`src/rtl/lcd_write_arbiter.sv`:
```
// rtl/lcd_write_arbiter.sv - HD44780 bus owner: power-up init, then round-robin character writes from two requesters
//
// Optional feature macro: LCD_ARB_CLEAR_EN (adds clr_req/clr_ack, a clear-display request with priority in IDLE).
//
// Ports:
//   clk, rst                 clock; synchronous active-high reset
//   req0/line0/col0/char0    requester 0 level request and payload (row, column, character)
//   ack0                     requester 0 one-cycle completion pulse
//   req1/line1/col1/char1    requester 1, same as requester 0
//   ack1                     requester 1 one-cycle completion pulse
//   clr_req, clr_ack         (LCD_ARB_CLEAR_EN only) clear-display request / completion pulse
//   busy                     high whenever the FSM is not in IDLE
//   init_done                sticky once the power-up sequence has finished
//   LCD_DATA, LCD_E, LCD_RS  LCD bus: data, enable strobe, register select (0=cmd, 1=data)
//   LCD_RW                   tied low, the bus is write-only
module lcd_write_arbiter #(
  parameter int E_PULSE_CYC  = 20,
  parameter int CMD_WAIT_CYC = 2000,
  parameter int CLR_WAIT_CYC = 82000
) (
  input  logic       clk,
  input  logic       rst,
  input  logic       req0,
  input  logic       line0,
  input  logic [3:0] col0,
  input  logic [7:0] char0,
  output logic       ack0,
  input  logic       req1,
  input  logic       line1,
  input  logic [3:0] col1,
  input  logic [7:0] char1,
  output logic       ack1,
`ifdef LCD_ARB_CLEAR_EN
  input  logic       clr_req,
  output logic       clr_ack,
`endif
  output logic       busy,
  output logic       init_done,
  output logic [7:0] LCD_DATA,
  output logic       LCD_E,
  output logic       LCD_RS,
  output logic       LCD_RW
);

  localparam int MAX_A   = (E_PULSE_CYC > CMD_WAIT_CYC) ? E_PULSE_CYC : CMD_WAIT_CYC;
  localparam int MAX_CNT = (MAX_A > CLR_WAIT_CYC) ? MAX_A : CLR_WAIT_CYC;
  localparam int CNT_W   = $clog2(MAX_CNT + 1);

  typedef enum logic [3:0] {
    S_INIT_FS, S_INIT_ON, S_INIT_EM, S_INIT_CLR,
    S_IDLE, S_SET_ADDR, S_WR_CHAR, S_ACK, S_CLR_CMD
  } state_t;

  typedef enum logic [1:0] {PH_SETUP, PH_STROBE, PH_SETTLE} phase_t;

  state_t           state_q, state_d;
  phase_t           phase_q, phase_d;
  logic [CNT_W-1:0] cnt_q, cnt_d;
  logic             last1_q, last1_d;   // 1: requester 1 was served last
  logic             gnt1_q, gnt1_d;     // requester owning the current transaction
  logic             line_q, line_d;
  logic [3:0]       col_q, col_d;
  logic [7:0]       char_q, char_d;
  logic             init_done_q, init_done_d;
`ifdef LCD_ARB_CLEAR_EN
  logic             clr_q, clr_d;       // current transaction is a clear, not a char write
`endif

  logic       is_bus;
  logic       long_wait;
  logic [7:0] bus_data;
  logic       grant0, grant1;

  // requester 0 wins a tie only when requester 1 was served last
  assign grant0 = req0 && (!req1 || last1_q);
  assign grant1 = req1 && !grant0;

  // What the current state puts on the bus; only clear-display needs the long settle.
  always_comb begin
    is_bus    = 1'b1;
    long_wait = 1'b0;
    bus_data  = 8'h00;
    case (state_q)
      S_INIT_FS:  bus_data = 8'h38;
      S_INIT_ON:  bus_data = 8'h0C;
      S_INIT_EM:  bus_data = 8'h06;
      S_INIT_CLR: begin bus_data = 8'h01; long_wait = 1'b1; end
      S_SET_ADDR: bus_data = {1'b1, line_q, 2'b00, col_q};
      S_WR_CHAR:  bus_data = char_q;
`ifdef LCD_ARB_CLEAR_EN
      S_CLR_CMD:  begin bus_data = 8'h01; long_wait = 1'b1; end
`endif
      default:    is_bus = 1'b0;
    endcase
  end

  always_ff @(posedge clk) begin
    if (rst) begin
      state_q     <= S_INIT_FS;
      phase_q     <= PH_SETUP;
      cnt_q       <= '0;
      last1_q     <= 1'b1;
      gnt1_q      <= 1'b0;
      line_q      <= 1'b0;
      col_q       <= 4'h0;
      char_q      <= 8'h00;
      init_done_q <= 1'b0;
`ifdef LCD_ARB_CLEAR_EN
      clr_q       <= 1'b0;
`endif
    end else begin
      state_q     <= state_d;
      phase_q     <= phase_d;
      cnt_q       <= cnt_d;
      last1_q     <= last1_d;
      gnt1_q      <= gnt1_d;
      line_q      <= line_d;
      col_q       <= col_d;
      char_q      <= char_d;
      init_done_q <= init_done_d;
`ifdef LCD_ARB_CLEAR_EN
      clr_q       <= clr_d;
`endif
    end
  end

  always_comb begin
    state_d     = state_q;
    phase_d     = phase_q;
    cnt_d       = cnt_q;
    last1_d     = last1_q;
    gnt1_d      = gnt1_q;
    line_d      = line_q;
    col_d       = col_q;
    char_d      = char_q;
    init_done_d = init_done_q;
`ifdef LCD_ARB_CLEAR_EN
    clr_d       = clr_q;
`endif
    if (is_bus) begin
      // setup (1) -> strobe (E_PULSE_CYC) -> settle (wait), counter reloaded at each boundary
      case (phase_q)
        PH_SETUP: begin
          phase_d = PH_STROBE;
          cnt_d   = CNT_W'(E_PULSE_CYC - 1);
        end
        PH_STROBE: begin
          if (cnt_q == '0) begin
            phase_d = PH_SETTLE;
            cnt_d   = long_wait ? CNT_W'(CLR_WAIT_CYC - 1) : CNT_W'(CMD_WAIT_CYC - 1);
          end else begin
            cnt_d = cnt_q - 1'b1;
          end
        end
        default: begin
          if (cnt_q == '0) begin
            phase_d = PH_SETUP;
            case (state_q)
              S_INIT_FS:  state_d = S_INIT_ON;
              S_INIT_ON:  state_d = S_INIT_EM;
              S_INIT_EM:  state_d = S_INIT_CLR;
              S_INIT_CLR: begin state_d = S_IDLE; init_done_d = 1'b1; end
              S_SET_ADDR: state_d = S_WR_CHAR;
              default:    state_d = S_ACK;
            endcase
          end else begin
            cnt_d = cnt_q - 1'b1;
          end
        end
      endcase
    end else if (state_q == S_IDLE) begin
      phase_d = PH_SETUP;
`ifdef LCD_ARB_CLEAR_EN
      // clears take priority and leave the round-robin pointer alone
      if (clr_req) begin
        state_d = S_CLR_CMD;
        clr_d   = 1'b1;
      end else
`endif
      if (grant0 || grant1) begin
        state_d = S_SET_ADDR;
        gnt1_d  = grant1;
        last1_d = grant1;
        line_d  = grant1 ? line1 : line0;
        col_d   = grant1 ? col1 : col0;
        char_d  = grant1 ? char1 : char0;
`ifdef LCD_ARB_CLEAR_EN
        clr_d   = 1'b0;
`endif
      end
    end else begin
      state_d = S_IDLE;
      phase_d = PH_SETUP;
    end
  end

  // Outputs are forced quiet while rst is held so nothing reaches the pins mid-reset.
  logic ack_pulse;
  assign ack_pulse = !rst && (state_q == S_ACK);

`ifdef LCD_ARB_CLEAR_EN
  assign ack0    = ack_pulse && !clr_q && !gnt1_q;
  assign ack1    = ack_pulse && !clr_q && gnt1_q;
  assign clr_ack = ack_pulse && clr_q;
`else
  assign ack0    = ack_pulse && !gnt1_q;
  assign ack1    = ack_pulse && gnt1_q;
`endif

  assign busy      = rst || (state_q != S_IDLE);
  assign init_done = init_done_q;
  assign LCD_DATA  = rst ? 8'h00 : bus_data;
  assign LCD_E     = !rst && is_bus && (phase_q == PH_STROBE);
  assign LCD_RS    = !rst && (state_q == S_WR_CHAR);
  assign LCD_RW    = 1'b0;

endmodule

```
`config.mk`:
```
export PLATFORM = sky130hd
export DESIGN_NAME = lcd_write_arbiter
export DESIGN_NICKNAME = d
export VERILOG_FILES = /design/src/rtl/lcd_write_arbiter.sv
export SDC_FILE = /design/constraint.sdc
export NUM_CORES = 1
export LEC_CHECK = 0
export ABC_AREA = 1
export BUFFER_PORTS_ARGS = -buffer_cell sky130_fd_sc_hd__buf_2
export CELL_PAD_IN_SITES_DETAIL_PLACEMENT = 1
export CELL_PAD_IN_SITES_GLOBAL_PLACEMENT = 1
export CORE_MARGIN = 2
export CORE_UTILIZATION = 40
export CTS_CLUSTER_DIAMETER = 150
export DETAILED_ROUTE_END_ITERATION = 8
export MAX_ROUTING_LAYER = met4
export PLACE_DENSITY_LB_ADDON = 0.1
export SETUP_SLACK_MARGIN = 0.3
export SLEW_MARGIN = 20
export SYNTH_ARGS = -nofsm -noshare
export SYNTH_HDL_FRONTEND = slang
export SYNTH_SLANG_ARGS = --single-unit
```
`constraint.sdc`:
```
create_clock -name clk -period 3.01 [get_ports clk]
set_input_delay 0.1505 -clock clk [delete_from_list [all_inputs] [get_ports clk]]
set_output_delay 0.1505 -clock clk [all_outputs]
set_load 0.01 [all_outputs]
```
Word-level counts from Yosys, hierarchy flattened
Cells that the tools add are included.
{"block": "op_classes", "n_reduce_logical": 27, "n_addsub": 1, "mux": 20, "bitwise_logic": 2, "n_eq_ne": 14}
{"op": "2-to-1 mux 17 bit", "count": 3}
{"op": "case mux 8 bit (6 select lines)", "count": 1}
{"op": "case mux 17 bit (2 select lines)", "count": 1}
{"op": "2-to-1 mux 4 bit", "count": 6}
{"op": "zero test 17 bit", "count": 1}
{"op": "subtractor 17 x 1 -> 17 bit (second input constant)", "count": 1}
{"op": "equality test 4 x 3 -> 1 bit (second input constant)", "count": 4}
{"op": "2-to-1 mux 8 bit", "count": 2}
{"op": "case mux 3 bit (5 select lines)", "count": 1}
{"op": "equality test 4 x 2 -> 1 bit (second input constant)", "count": 2}
{"op": "logical AND 1 bit", "count": 8}
{"op": "AND reduction 3 bit", "count": 2}
{"op": "OR reduction 6 bit", "count": 1}
{"op": "equality test 4 x 1 -> 1 bit (second input constant)", "count": 1}
{"op": "zero test 1 bit", "count": 4}
{"op": "zero test 4 bit", "count": 1}
{"op": "2-to-1 mux 2 bit", "count": 2}
{"op": "!= test 2 bit (second input constant)", "count": 2}
{"op": "!= test 4 x 3 -> 1 bit (second input constant)", "count": 1}
{"op": "case mux 2 bit (2 select lines)", "count": 1}
{"op": "AND reduction 2 bit", "count": 2}
{"op": "AND reduction 4 bit", "count": 1}
{"op": "OR reduction 2 bit", "count": 2}
{"op": "logical OR 1 bit", "count": 3}
{"op": "other kinds (8)", "count": 11}
{"block": "word_totals", "ff_bits": 39, "in_bits": 30, "elab_cells": 73, "out_inout_bits": 15}

Longest topological paths before layout
{"block": "depth", "word_depth": 9, "depth_mapped": 11, "ltp_nobuf": 11}

Worst setup path before layout
OpenSTA, ideal clock, no wires.
{"block": "synth_timing", "path_kind": "flip-flop to flip-flop", "start": "reg cnt_q[0]", "end": "reg state_q[1]", "period_less_slack_ns": 1.531, "stages_incl_launch_ff": 11, "required_time_ns": 2.878, "setup_ns": 0.132, "t_arrival_ns": 1.399, "setup_slack_ns": 1.479, "n_path_buf": 1, "cell_sequence": "dfxtp_1 -> inv_1 -> ha_1 -> nand2_2 -> nor2_4 -> nand4_1 -> nand2_2 -> buf_6 -> nand2_1 -> nand2_1 -> a21oi_1"}
{"block": "synth_between", "elab_chain_len": 3}
{"item": "start: declaration", "line_no": "58", "rtl": "logic [CNT_W-1:0] cnt_q, cnt_d;"}
{"item": "start signal: assignment", "line_no": "114", "rtl": "cnt_q <= cnt_d;"}
{"item": "zero test 17 bit", "line_no": "156", "rtl": "if (cnt_q == '0) begin"}
{"item": "!= test 2 x 1 -> 1 bit (no line)"}
{"item": "AND reduction 3 bit (no line)"}
{"item": "end signal: assignment", "line_no": "112", "rtl": "state_q <= state_d;"}
{"item": "end: declaration", "line_no": "56", "rtl": "state_t state_q, state_d;"}
No other way between the ends.
A chain may end at the register's enable or synchronous reset.

Final worst setup path
{"block": "layout_timing", "start": "reg state_q[2]", "end": "out LCD_DATA[0]"}
{"block": "layout_between", "elab_chain_len": 3, "elab_cells_between_ends": 8, "classes_between": "5 x eq/ne; 2 x mux; 1 x reduce/logical"}
{"item": "equality test 4 x 3 -> 1 bit, or another cell as far along", "line_no": "83", "rtl": "case (state_q)"}
{"item": "case mux 8 bit (6 select lines) *", "line_no": "83"}
{"item": "2-to-1 mux 8 bit *", "line_no": "212", "rtl": "assign LCD_DATA = rst ? 8'h00 : bus_data;"}
{"item": "end: declaration", "line_no": "39", "rtl": "output logic [7:0] LCD_DATA,"}
Every way passes the cells marked *; elsewhere a longest branch is shown, timed or not.

==> impl_metrics.toml <==
[global_route]
antenna_found_initial = 0
grt_max_degree = 27
grt.total_usage_pct = 23.5
grt_pass1_vias = 2299
overflow = 0
grt_pass1_wl_mm = 10.9

[route]
drc_errors = 0
drtPass1Iterations = 4
num_vias = 2271
wl_per_cell_um = 14.3
postRouteAntennaNets = 0
drt-total-wl_mm = 6.23
drt_iter0_drc = 111
viasPerCell = 5.21

[floorplan]
dieArea_um2 = 5840
row_count = 26
die_height_um = 76.4
die_w_um = 76.4
coreArea_um2 = 5070
ioPinCount = 45
initial_core_util_pct = 41.3

[cts]
hold_buffers = 0
clkLatencyLatePin_ps = 290
clk_pin_slew_worst_paths_ps = 80
cts_resized = 0
cts_tree = "done"
max-clock-path-buffers = 2
clockRootBuffer = "clkbuf_8"
cts_buffers = 5
post-cts-setup-buffer-count = 0
ctsHtreeMaxLevel = 2
cts_sinks = 38

[cells_and_area]
multi_input_area_um2 = 1160
drive_gt1_share_pct = 16.1
final_area_um2 = 2470
nFillCells = 740
area_growth_pct = 17.5
final_cell_mix = "nand2_1, a21oi_1, buf_2, nor2_1, dfxtp_1"
register_area_um2 = 761
diodes = 0
nets = 397
layout_commonest_cell = "nand2_1"
fin_cells = 436

[logic_synthesis]
ys_types = 33
synth_compound_area_share_pct = 21.3
async_flop_share_pct = 0
netlist_area_um2 = 2100
synth_top_family_by_area = "simple AND/OR/NAND/NOR gates"
yosys_register_bits = 38
ys_warn_count = 0
synthXorXnorAreaFrac_pct = 2.50
synth_edf_count = 0
syn-num-nets = 357
synth-seq-area-share_pct = 36.3
yosys.area_share.simple_pct = 30.6
synth-adder-area-share_pct = 0.596
synth_mux_area_share_pct = 0
yosys_most_used_dff = "dfxtp_1"
avgSynthCellArea_um2 = 6.44
syn_inst = 326

[pwr]
ir_worst_vdd_mv = 0.206
power_density_nw_per_um2 = 563
p_leak_uw = 0.00111

[timing]
max_slew.worst_pin.slew_ps = 786
setup_violations = 0
slew_violations = 0
fin_setup_tns_ps = 0
slew-limit-headroom_pct = 47.6
layout_worst_path_cycle_share_pct = 68.9
finalHoldViolations = 0
max_freq_mhz = 482
fin_crit_ps = 2070
rsz0062_at_grt = "no"
fin_skew_ps = 5.05

[critical_path]
cp_max_fo = 7
critPathArrivalTime_ps = 1920
critPathMaxStageDelay_ps = 500
crit_path_start_kind = "flip-flop"
crit_path_end_kind = "primary output"
crit_slowest_cell = "dfxtp_1"
critPathMostFrequentCell = "inv_1"
crit_type = "reg2out"
crit_chain = "inv_1 > nor3_2 > a221o_1 > nand2_1 > inv_1 > buf_2"
critPathRequiredTime_ps = 2860

[status]
outcome = "finished clean"

[placed_design]
gp_congestion = 0.823
placed_area_um2 = 2350
place_inst = 429
place_hpwl_mm = 4.62
portBuffers = 43

[run]
maxCapViolCount = 0

[hold_path]
hold_class = "in2reg"
==> cell families (layout without fill, tap and decap cells) <==
family,count (synthesis),count (layout)
other,1,1
and+or+nand+nor,154,154
adders and majority gates,1,1
buffers and inverters,44,84
xor gates and xnor gates,6,6
DFF,38,38
AOI/OAI and AO/OA,82,82
==> critical path: cells and delay by family, from the launching register on <==
kind / cells / cell delay, ps
AND/OR/NAND/NOR: 2 / 510
AO/OA/AOI/OAI: 1 / 230
flip-flops: 1 / 500
buffers and inverters: 3 / 400
==> report_power, final <==
part	switching, uW	leakage (uW)	internal (uW)
logic	239	0.000749	126
registers	38.7	0.000308	535
clock network	185	0.0000573	265
total	463	0.00111	926
==> cells in the mapped netlist, drive strengths merged (2+ instances only) <==
cell type | instances | area (um2)
a21oi | 50 | 254
a31oi | 2 | 12.5
buf | 4 | 28.8
clkbuf | 7 | 26.3
dfxtp | 38 | 761
inv | 33 | 124
nand2 | 84 | 320
nand3 | 16 | 80.1
nand4 | 3 | 18.8
nor2 | 44 | 175
nor3 | 3 | 20.0
nor4 | 3 | 18.8
o211ai | 2 | 15.0
o21ai | 23 | 126
o21bai | 2 | 15.0
xor2 | 5 | 43.8
==> registers in the layout, indices dropped and copies added (netlist names) <==
| register | flops |
|---|---|
| gnt1_q | 1 |
| cnt_q | 17 |
| state_q | 3 |
| char_q | 8 |
| last1_q | 1 |
| init_done | 1 |
| phase_q | 2 |
| col_q | 4 |
| line_q | 1 |
==> metrics by stage <==
step | utilization, % | power (uW) | worst slack [ps] | hold WS (ps)
floorplan | - | 842 | 1480 | 297
global placement | 46.4 | 938 | 971 | 405
detailed placement | 46.4 | 944 | 961 | 411
CTS | 48.6 | 1400 | 905 | 95.9
global route | 48.6 | 1490 | 693 | 99.3
finish | 48.6 | 1390 | 937 | 105
==> worst paths after layout <==
kind,startpoint,endpoint,slack (ps),cells past startpoint
worst max-delay path,state_q[2],LCD_DATA[0],940,6
worst min-delay path,char1[7],char_q[7],100,3
worst max register to register,state_q[0],col_q[2],950,6
worst min register to register,last1_q,last1_q,480,2
==> per-layer routing <==
metal | up-vias | routed length, um | GRT usage [%]
li1 | 1142 | - | -
met1 | 1073 | 2750 | 28.0
met2 | 48 | 3180 | 40.9
met3 | 8 | 220 | 3.55
met4 | 0 | 81 | 7.09
met5 | - | 0 | -
==> final cells by class <==
class                   instances  share of cell area [%]
multi-input cells             244                    47.0
flip-flops and latches         38                    30.8
repair buffers                 44                    9.03
inverters                      33                    5.02
well taps                      70                    3.55
clock buffers                   6                    3.35
clock inverters                 1                    1.22
No activity file was read; power rests on OpenSTA's default activity.
